$ cat src/rtl/dmem_arbiter_if.sv
// dmem_arbiter_if
// Bundles the core load/store bus, the DMA/program-loader bus and the data
// memory bus that meet at the data-memory arbiter.
//   slave  : the arbiter's view (takes requests, drives grants/stall/memory)
//   master : the surrounding system's view (core, DMA engine and memory)
interface dmem_arbiter_if #(
    parameter int AW = 32,
    parameter int DW = 32
);
    localparam int BW = DW / 8;

    // core load/store path
    logic          core_req;
    logic [AW-1:0] core_addr;
    logic [DW-1:0] core_wdata;
    logic [BW-1:0] core_we;
    logic          core_stall;
    logic          core_rvalid;
    logic [DW-1:0] core_rdata;

    // DMA / program-loader path
    logic          dma_req;
    logic          dma_lock;
    logic [AW-1:0] dma_addr;
    logic [DW-1:0] dma_wdata;
    logic [BW-1:0] dma_we;
    logic          dma_gnt;
    logic          dma_rvalid;
    logic [DW-1:0] dma_rdata;

    // synchronous data memory
    logic          mem_en;
    logic [AW-1:0] mem_addr;
    logic [DW-1:0] mem_wdata;
    logic [BW-1:0] mem_we;
    logic [DW-1:0] mem_rdata;

    modport slave (
        input  core_req, core_addr, core_wdata, core_we,
        output core_stall, core_rvalid, core_rdata,
        input  dma_req, dma_lock, dma_addr, dma_wdata, dma_we,
        output dma_gnt, dma_rvalid, dma_rdata,
        output mem_en, mem_addr, mem_wdata, mem_we,
        input  mem_rdata
    );

    modport master (
        output core_req, core_addr, core_wdata, core_we,
        input  core_stall, core_rvalid, core_rdata,
        output dma_req, dma_lock, dma_addr, dma_wdata, dma_we,
        input  dma_gnt, dma_rvalid, dma_rdata,
        input  mem_en, mem_addr, mem_wdata, mem_we,
        output mem_rdata
    );
endinterface

$ cat src/rtl/dmem_arbiter.sv
// dmem_arbiter
// Shares one synchronous data memory between the core load/store path and a
// DMA/program-loader port. The core wins by default; the DMA can hold the
// port for locked bursts of up to LOCK_MAX grants, and (when the starvation
// option is built in) is forced ahead of the core after MAX_WAIT refused
// cycles. Read data returns RD_LAT cycles after the access, in order, and is
// steered to its issuer by a small {valid, owner} tag pipeline.
//
// Build option: define DMEM_ARB_STARVE_EN to include the DMA starvation
// counter and its priority rule. Without it the DMA is served only on
// cycles without a core request or while it holds a lock.
module dmem_arbiter #(
    parameter int AW       = 32,
    parameter int DW       = 32,
    parameter int RD_LAT   = 1,
    parameter int MAX_WAIT = 8,
    parameter int LOCK_MAX = 16
) (
    input  logic          clk,
    input  logic          rst_n,
    dmem_arbiter_if.slave bus
);
    localparam int BW  = DW / 8;
    localparam int LCW = $clog2(LOCK_MAX + 1);

    typedef enum logic [1:0] {
        GNT_NONE = 2'd0,
        GNT_CORE = 2'd1,
        GNT_DMA  = 2'd2
    } grant_e;

    grant_e             grant_s;
    logic               starved_s;
    logic               lock_full_s;
    logic [AW-1:0]      addr_s;
    logic [DW-1:0]      wdata_s;
    logic [BW-1:0]      we_s;
    logic               push_valid_s;
    logic               push_owner_s;

    logic               lock_r;
    logic [LCW-1:0]     lock_cnt_r;
    logic [RD_LAT-1:0]  tag_valid_r;
    logic [RD_LAT-1:0]  tag_owner_r;   // 1 = DMA issued the read

    // Reject parameter values the tag pipeline and counters are not built for.
    if (RD_LAT < 1 || RD_LAT > 4) begin : g_bad_rd_lat
        $error("dmem_arbiter: RD_LAT must be 1..4");
    end
    if (MAX_WAIT < 1 || LOCK_MAX < 1) begin : g_bad_limits
        $error("dmem_arbiter: MAX_WAIT and LOCK_MAX must be at least 1");
    end
    if (DW % 8 != 0 || AW < 1) begin : g_bad_widths
        $error("dmem_arbiter: DW must be a multiple of 8 and AW positive");
    end

`ifdef DMEM_ARB_STARVE_EN
    localparam int WCW = $clog2(MAX_WAIT + 1);
    logic [WCW-1:0] wait_cnt_r;

    // Count consecutive cycles the DMA is refused; saturates at MAX_WAIT.
    always_ff @(posedge clk or negedge rst_n) begin
        if (!rst_n) begin
            wait_cnt_r <= '0;
        end else if (!bus.dma_req || (grant_s == GNT_DMA)) begin
            wait_cnt_r <= '0;
        end else if (wait_cnt_r != WCW'(MAX_WAIT)) begin
            wait_cnt_r <= wait_cnt_r + WCW'(1);
        end else begin
            wait_cnt_r <= wait_cnt_r;
        end
    end

    assign starved_s = (wait_cnt_r == WCW'(MAX_WAIT));
`else
    assign starved_s = 1'b0;
`endif

    // The lock budget is spent once the counter reaches LOCK_MAX.
    assign lock_full_s = (lock_cnt_r == LCW'(LOCK_MAX));

    // Fixed-priority grant: open lock burst, starved DMA, core, idle-cycle DMA.
    always_comb begin
        grant_s = GNT_NONE;
        if (!rst_n) begin
            grant_s = GNT_NONE;
        end else if (lock_r && bus.dma_req && !lock_full_s) begin
            grant_s = GNT_DMA;
        end else if (starved_s && bus.dma_req) begin
            grant_s = GNT_DMA;
        end else if (bus.core_req) begin
            grant_s = GNT_CORE;
        end else if (bus.dma_req) begin
            grant_s = GNT_DMA;
        end else begin
            grant_s = GNT_NONE;
        end
    end

    // Steer the granted requester onto the memory bus; idle bus is all zero.
    always_comb begin
        addr_s  = '0;
        wdata_s = '0;
        we_s    = '0;
        case (grant_s)
            GNT_CORE: begin
                addr_s  = bus.core_addr;
                wdata_s = bus.core_wdata;
                we_s    = bus.core_we;
            end
            GNT_DMA: begin
                addr_s  = bus.dma_addr;
                wdata_s = bus.dma_wdata;
                we_s    = bus.dma_we;
            end
            default: begin
                addr_s  = '0;
                wdata_s = '0;
                we_s    = '0;
            end
        endcase
    end

    assign bus.mem_en     = (grant_s != GNT_NONE);
    assign bus.mem_addr   = addr_s;
    assign bus.mem_wdata  = wdata_s;
    assign bus.mem_we     = we_s;
    assign bus.dma_gnt    = (grant_s == GNT_DMA);
    assign bus.core_stall = rst_n & bus.core_req & (grant_s != GNT_CORE);

    // Only reads produce a return; remember who issued each one.
    assign push_valid_s = (grant_s != GNT_NONE) && (we_s == '0);
    assign push_owner_s = (grant_s == GNT_DMA);

    // Track the DMA lock: opened by a locked grant, closed when the DMA lets
    // go, drops its request, or has used its whole burst budget.
    always_ff @(posedge clk or negedge rst_n) begin
        if (!rst_n) begin
            lock_r     <= 1'b0;
            lock_cnt_r <= '0;
        end else if (!bus.dma_req || lock_full_s) begin
            lock_r     <= 1'b0;
            lock_cnt_r <= '0;
        end else if (grant_s == GNT_DMA) begin
            if (bus.dma_lock) begin
                lock_r     <= 1'b1;
                lock_cnt_r <= lock_cnt_r + LCW'(1);
            end else begin
                lock_r     <= 1'b0;
                lock_cnt_r <= '0;
            end
        end else begin
            lock_r     <= lock_r;
            lock_cnt_r <= lock_cnt_r;
        end
    end

    // Shift read tags along so each one surfaces exactly RD_LAT cycles later.
    always_ff @(posedge clk or negedge rst_n) begin
        if (!rst_n) begin
            tag_valid_r <= '0;
            tag_owner_r <= '0;
        end else begin
            tag_valid_r[0] <= push_valid_s;
            tag_owner_r[0] <= push_owner_s;
            for (int i = 1; i < RD_LAT; i++) begin
                tag_valid_r[i] <= tag_valid_r[i-1];
                tag_owner_r[i] <= tag_owner_r[i-1];
            end
        end
    end

    assign bus.core_rvalid = tag_valid_r[RD_LAT-1] & ~tag_owner_r[RD_LAT-1];
    assign bus.dma_rvalid  = tag_valid_r[RD_LAT-1] &  tag_owner_r[RD_LAT-1];
    assign bus.core_rdata  = bus.mem_rdata;
    assign bus.dma_rdata   = bus.mem_rdata;

endmodule

$ cat src/flat_wrapper.sv
// flat-port wrapper written by rule: the top's interface ports become plain ports
module dmem_arbiter_flat 
#(
    parameter int AW       = 32,
    parameter int DW       = 32,
    parameter int RD_LAT   = 1,
    parameter int MAX_WAIT = 8,
    parameter int LOCK_MAX = 16
)
  (clk, rst_n, bus_core_req, bus_core_addr, bus_core_wdata, bus_core_we, bus_core_stall, bus_core_rvalid, bus_core_rdata, bus_dma_req, bus_dma_lock, bus_dma_addr, bus_dma_wdata, bus_dma_we, bus_dma_gnt, bus_dma_rvalid, bus_dma_rdata, bus_mem_en, bus_mem_addr, bus_mem_wdata, bus_mem_we, bus_mem_rdata);
  dmem_arbiter_if #(.AW(AW), .DW(DW)) bus_i ();
  input  logic clk;
  input  logic rst_n;
  input wire logic [$bits(bus_i.core_req)-1:0] bus_core_req;
  input wire logic [$bits(bus_i.core_addr)-1:0] bus_core_addr;
  input wire logic [$bits(bus_i.core_wdata)-1:0] bus_core_wdata;
  input wire logic [$bits(bus_i.core_we)-1:0] bus_core_we;
  output wire logic [$bits(bus_i.core_stall)-1:0] bus_core_stall;
  output wire logic [$bits(bus_i.core_rvalid)-1:0] bus_core_rvalid;
  output wire logic [$bits(bus_i.core_rdata)-1:0] bus_core_rdata;
  input wire logic [$bits(bus_i.dma_req)-1:0] bus_dma_req;
  input wire logic [$bits(bus_i.dma_lock)-1:0] bus_dma_lock;
  input wire logic [$bits(bus_i.dma_addr)-1:0] bus_dma_addr;
  input wire logic [$bits(bus_i.dma_wdata)-1:0] bus_dma_wdata;
  input wire logic [$bits(bus_i.dma_we)-1:0] bus_dma_we;
  output wire logic [$bits(bus_i.dma_gnt)-1:0] bus_dma_gnt;
  output wire logic [$bits(bus_i.dma_rvalid)-1:0] bus_dma_rvalid;
  output wire logic [$bits(bus_i.dma_rdata)-1:0] bus_dma_rdata;
  output wire logic [$bits(bus_i.mem_en)-1:0] bus_mem_en;
  output wire logic [$bits(bus_i.mem_addr)-1:0] bus_mem_addr;
  output wire logic [$bits(bus_i.mem_wdata)-1:0] bus_mem_wdata;
  output wire logic [$bits(bus_i.mem_we)-1:0] bus_mem_we;
  input wire logic [$bits(bus_i.mem_rdata)-1:0] bus_mem_rdata;
  assign bus_i.core_req = bus_core_req;
  assign bus_i.core_addr = bus_core_addr;
  assign bus_i.core_wdata = bus_core_wdata;
  assign bus_i.core_we = bus_core_we;
  assign bus_core_stall = bus_i.core_stall;
  assign bus_core_rvalid = bus_i.core_rvalid;
  assign bus_core_rdata = bus_i.core_rdata;
  assign bus_i.dma_req = bus_dma_req;
  assign bus_i.dma_lock = bus_dma_lock;
  assign bus_i.dma_addr = bus_dma_addr;
  assign bus_i.dma_wdata = bus_dma_wdata;
  assign bus_i.dma_we = bus_dma_we;
  assign bus_dma_gnt = bus_i.dma_gnt;
  assign bus_dma_rvalid = bus_i.dma_rvalid;
  assign bus_dma_rdata = bus_i.dma_rdata;
  assign bus_mem_en = bus_i.mem_en;
  assign bus_mem_addr = bus_i.mem_addr;
  assign bus_mem_wdata = bus_i.mem_wdata;
  assign bus_mem_we = bus_i.mem_we;
  assign bus_i.mem_rdata = bus_mem_rdata;
  dmem_arbiter #(.AW(AW), .DW(DW), .RD_LAT(RD_LAT), .MAX_WAIT(MAX_WAIT), .LOCK_MAX(LOCK_MAX)) u_core (.clk(clk), .rst_n(rst_n), .bus(bus_i));
endmodule
$ cat config.mk
export PLATFORM = sky130hd
export DESIGN_NAME = dmem_arbiter_flat
export DESIGN_NICKNAME = d
export VERILOG_FILES = /design/src/rtl/dmem_arbiter_if.sv /design/src/rtl/dmem_arbiter.sv /design/src/flat_wrapper.sv
export SDC_FILE = /design/constraint.sdc
export NUM_CORES = 1
export LEC_CHECK = 0
export ABC_AREA = 1
export CAP_MARGIN = 25
export CORE_AREA = 3 3 120 122
export CTS_BUF_LIST = sky130_fd_sc_hd__clkbuf_16
export DETAILED_ROUTE_END_ITERATION = 8
export DIE_AREA = 0 0 123 125
export GPL_TIMING_DRIVEN = 1
export PLACE_DENSITY = 0.58
export SLEW_MARGIN = 40
export SYNTH_ARGS = -nofsm -noshare
export SYNTH_HDL_FRONTEND = slang
export SYNTH_SLANG_ARGS = --single-unit
$ cat constraint.sdc
create_clock -name clk -period 2.5 [get_ports clk]
set_input_delay 0.375 -clock clk [delete_from_list [all_inputs] [get_ports clk]]
set_output_delay 0.375 -clock clk [all_outputs]
set_load 0.01 [all_outputs]
Word level (Yosys, flattened, before mapping) --
Index checks and enable logic that the tools add are counted.
Word-level totals: ROM bits 0, memories 0, RAM bits 0, latch bits 0, output and inout port bits 137, input port bits 173, flip-flop bits (word level) 8
Cells by class: reduce and logical (&&, ||, !) cells 9, bitwise logic cells 5, multipliers 0, eq/ne operators 4, shifts and indexed selects 0, $add $sub $neg 1, divide/modulo/power cells 0, mux-type cells 13, order comparisons 0
Operators with widths (number):
- 32-bit case mux with 2 select lines | 2
- 5-bit two-way mux | 3
- 2-bit two-way mux | 4
- 4-bit case mux with 2 select lines | 1
- 5-bit by 1-bit adder with 5-bit output, second input constant | 1
- 5-bit equality test, second input constant | 1
- 1-bit AND | 4
- 4-bit logical NOT | 1
- 2-bit nonzero test | 2
- 1-bit logical AND | 3
- 1-bit two-way mux | 3
- 2-bit by 1-bit equality test with 1-bit output, second input constant | 1
- 2-bit equality test, second input constant | 1
- 1-bit logical NOT | 2
- 2-bit by 1-bit inequality test with 1-bit output, second input constant | 1
- 1-bit logical OR | 1
- 1-bit NOT | 1

Logic depth before layout (Yosys ltp) --
word-level depth 9, depth in mapped cells 16, mapped depth without buffers 14

Worst setup path before layout --
Ideal clock, no wire load.
kind register to output, start point register u_core.lock_cnt_r[0], end point output port bus_mem_addr[0], arrival time 1.901 ns, buffers on the path 3, required time 2.125 ns, stages on the path, launching flop included 14, path slack 0.224 ns, cell sequence dfrtp_1 -> inv_1 -> ha_1 -> nand2_1 -> inv_1 -> nand2_4 -> nand2_4 -> a21oi_4 -> ha_1 -> buf_6 -> buf_6 -> buf_6 -> nand2_1 -> a21oi_1
Between the ends: longest elaborated chain between the ends 7, elaborated cells on any way between the ends 8, those cells by class eq/ne (3); mux (3); reduce/logical (2)
Ends and longest elaborated chain:
- start: declaration | RTL line dmem_arbiter.sv:42 | logic [LCW-1:0] lock_cnt_r;
- start signal: assignment | RTL line dmem_arbiter.sv:147 | lock_cnt_r <= lock_cnt_r + LCW'(1);
- start signal: assignment | RTL line dmem_arbiter.sv:154 | lock_cnt_r <= lock_cnt_r;
- 5-bit equality test | RTL line dmem_arbiter.sv:80 | assign lock_full_s = (lock_cnt_r == LCW'(LOCK_MAX));
- 1-bit logical NOT | RTL line dmem_arbiter.sv:87 | end else if (lock_r && bus.dma_req && !lock_full_s) begin
- 1-bit logical AND | RTL line dmem_arbiter.sv:87
- 2-bit two-way mux | RTL line dmem_arbiter.sv:87
- 2-bit two-way mux | RTL line dmem_arbiter.sv:85 | if (!rst_n) begin
- 2-bit equality test
- named net bus_dma_gnt | RTL line flat_wrapper.sv:26 | output wire logic [$bits(bus_i.dma_gnt)-1:0] bus_dma_gnt;
- 32-bit case mux with 2 select lines | RTL line dmem_arbiter.sv:105 | case (grant_s)
- end: declaration | RTL line flat_wrapper.sv:30 | output wire logic [$bits(bus_i.mem_addr)-1:0] bus_mem_addr;
The timed path passes the listed nets, and every way through them passes these cells.

Worst setup path in the final report --
start point input port bus_core_req, end point output port bus_core_stall
Between the ends: longest elaborated chain between the ends 5, elaborated cells on any way between the ends 6, those cells by class eq/ne (1); mux (3); bitwise (2)
Ends and longest elaborated chain:
- start: declaration | RTL line flat_wrapper.sv:14 | input wire logic [$bits(bus_i.core_req)-1:0] bus_core_req;
- 2-bit two-way mux | RTL line dmem_arbiter.sv:91 | end else if (bus.core_req) begin
- 2-bit two-way mux | RTL line dmem_arbiter.sv:87
- 2-bit two-way mux | RTL line dmem_arbiter.sv:85
- 2-bit by 1-bit inequality test with 1-bit output | RTL line dmem_arbiter.sv:129 | assign bus.core_stall = rst_n & bus.core_req & (grant_s != GNT_CORE);
- 1-bit AND * | RTL line dmem_arbiter.sv:129
- end: declaration | RTL line flat_wrapper.sv:18 | output wire logic [$bits(bus_i.core_stall)-1:0] bus_core_stall;
Mark *: on every way between the ends. The rest lies on a longest branch, timed or not.

==> impl_metrics.toml <==
[sta]
maxSlewHeadroom_pct = 85.63
period_minus_slack_ns = 2.507
slew_violations = 0
worst_clock_skew_ns = 0.004816
worst_pin_slew_ns = 0.2155
rsz0062_at_grt = "true"
period_share_pct = 100.3
setup_violations = 1
fmax_ghz = 0.3989
tns_ns = -0.006847
layout_setup_ws_ns = -0.006847
timing_hold_violations_final = 0

[cells_and_area]
diodes = 0
final_cells = 725
final_common_cell = "clkdlybuf4s50_1"
layout-drive-gt1-share_pct = 40.07
mostFrequentLayoutCells = "clkdlybuf4s50_1, nand2_1, buf_2, a21oi_2"
final_area_um2 = 4609
area_growth_pct = 119.2
nets = 729
fin_util_pct = 34.67

[setup_path]
worst_r2r_path_depth = 20
cp_max_fo = 8
end_kind = "output port"
r2r_end = "u_core.tag_valid_r"
cp_slowest_cell = "clkdlybuf4s50_1"
worstSetupPathType = "input pin to output port"
slowest_delay_ns = 0.44
reg2reg_from = "u_core.lock_cnt_r[0]"
critPathRequiredTime_ns = 2.12
crit_buf_inv = 7
endpoint = "bus_core_stall"
startpoint_type = "input pin"
r2r_slack_ns = 0.19
arrival_ns = 2.13
critPathTopFamily = "buffers and inverters"
path_cells = "clkdlybuf4s50_1 -> inv_1 -> nand2_2 -> a21oi_4 -> inv_2 -> ha_4 -> buf_6 -> buf_12 -> buf_16 -> nor3_4 -> buf_2"
crit_cells = 11
startpoint = "bus_core_req"

[hold_path]
hp-class = "input pin to async pin"

[synth]
syn_inst = 368
ys_types = 20
ys_seq_area_share_pct = 9.518
yosysTopAreaCell = "nand2_1"
synth.avg_cell_area_um2 = 5.715
synthTopCellsByArea = "nand2_1, buf_4, a21oi_1"
synth_top_area_share_pct = 27.66
yosys_warnings = 0
synth_nets = 546
syn_area_um2 = 2103
synth-seq-cells = 8

[pwr]
peakVddDrop_v = 0.0001630
p_leak_uw = 0.001995
power_uw = 1043
power.density_nw_per_um2 = 226.3

[cts]
clk_pin_slew_worst_paths_ns = 0.04
cts_sinks = 8
cts-buffers-inserted = 3
holdBufCountCts = 0
clockBufferDepth = 2
clkLatencyLatePin_ns = 0.24
tritoncts = "done"
h-tree-depth = 1
root_buffer = "clkbuf_16"

[drt]
wl_per_cell_um = 16.30
vias = 3062
avgViaCountPerCell = 4.223
detail_route.first_pass.iterations = 5
drt_iter0_drc = 89
postRouteAntennaNets = 0
remaining_drc_errors = 0
postRouteWirelength_mm = 11.82

[floorplanning]
design.die.area_um2 = 15380
initial_core_util_pct = 15.82
fp.dieW_um = 123
ios = 310
die_y_um = 125
rows = 42
core_um2 = 13300

[grt]
grt_overflow = 0
grt_max_degree = 33
grt_pass1_wl_mm = 16.20
grt_pass1_vias = 3087
antenna_found_initial = 0
grtUsageTotal_pct = 13.25

[place]
gp_congestion = 0.8225
placed_cells = 689
io_buffers = 213
dp_hpwl_mm = 7.835
placed_cell_area_um2 = 4023

[status]
violations = "setup timing"
outcome = "complete, but fails checks"

[job]
cap_violations = 0
layer usage:
| layer | global-route usage [%] | up-vias | part of all wire (%) |
|---|---|---|---|
| met1 | 14.34 | 1367 | 36 |
| li1 | - | 1455 | - |
| met5 | 0 | - | 0 |
| met4 | 2.866 | 0 | 1.4 |
| met2 | 24.41 | 220 | 50 |
| met3 | 4.788 | 20 | 13 |
cells in the mapped netlist:
cell	instances
buf_6	10
xnor2_1	1
dfrtp_1	8
o21ai_1	5
nor3_1	1
a21oi_1	64
nand3_2	1
nor2_4	1
nand2_4	2
ha_1	5
nand2_1	155
nand3_1	3
nand4_1	8
nand3_4	1
buf_4	65
a21oi_4	1
nor2_1	2
inv_2	2
buf_2	14
inv_1	19
cell type report:
cell class / instances / area (um2)
well taps: 176 / 220.2
clock buffers: 3 / 75.07
multi-input cells: 250 / 1498
fillers: 1413 / 8686
inverters: 21 / 78.83
repair buffers: 267 / 2537
flip-flops and latches: 8 / 200.2
metrics by stage:
stage	setup slack (ns)	hold slack (ns)
floorplan	0.2237	0.07941
global placement	-0.4965	0.5416
CTS	-0.01349	0.3204
finish	-0.006847	0.3078
global route	-0.09101	0.3287
detailed placement	-0.5019	0.5273
flip-flops by register name, indices dropped and copies added (netlist names):
name                flops
u_core.lock_cnt_r       5
u_core.tag_owner_r      1
u_core.tag_valid_r      1
u_core.lock_r           1
cells by family after synthesis:
group,synth area share (%)
compound gates,17.19
xor+xnor,0.4165
fa+ha+maj,2.974
buf+inv,35.63
flops,9.518
simple gates,34.27
report_power, final:
part | internal, uW | switching (uW) | total, uW
sequential | 134 | 2.05 | 136
combinational | 372 | 264 | 636
clock | 206 | 65.1 | 271
total | 712 | 332 | 1040
timing repair:
item / 4_1_cts / 5_1_grt
buffers inserted: 19 / 6
endpoints found under the setup margin: 71 / 71
pin swaps: 10 / 29
gates resized for setup: 304 / 96
cloned: 8 / 3
how the worst min path moves through the flow:
stage | endpoint | from | slack (ns)
finish | u_core.lock_cnt_r[0] | rst_n | 0.31
global route | u_core.lock_cnt_r[0] | rst_n | 0.33
CTS | u_core.lock_cnt_r[0] | rst_n | 0.32
detailed placement | u_core.lock_r | u_core.lock_r | 0.53
global placement | u_core.lock_r | u_core.lock_r | 0.54
floorplan | u_core.lock_cnt_r[0] | rst_n | 0.08
(Power assumes the default switching activity.)
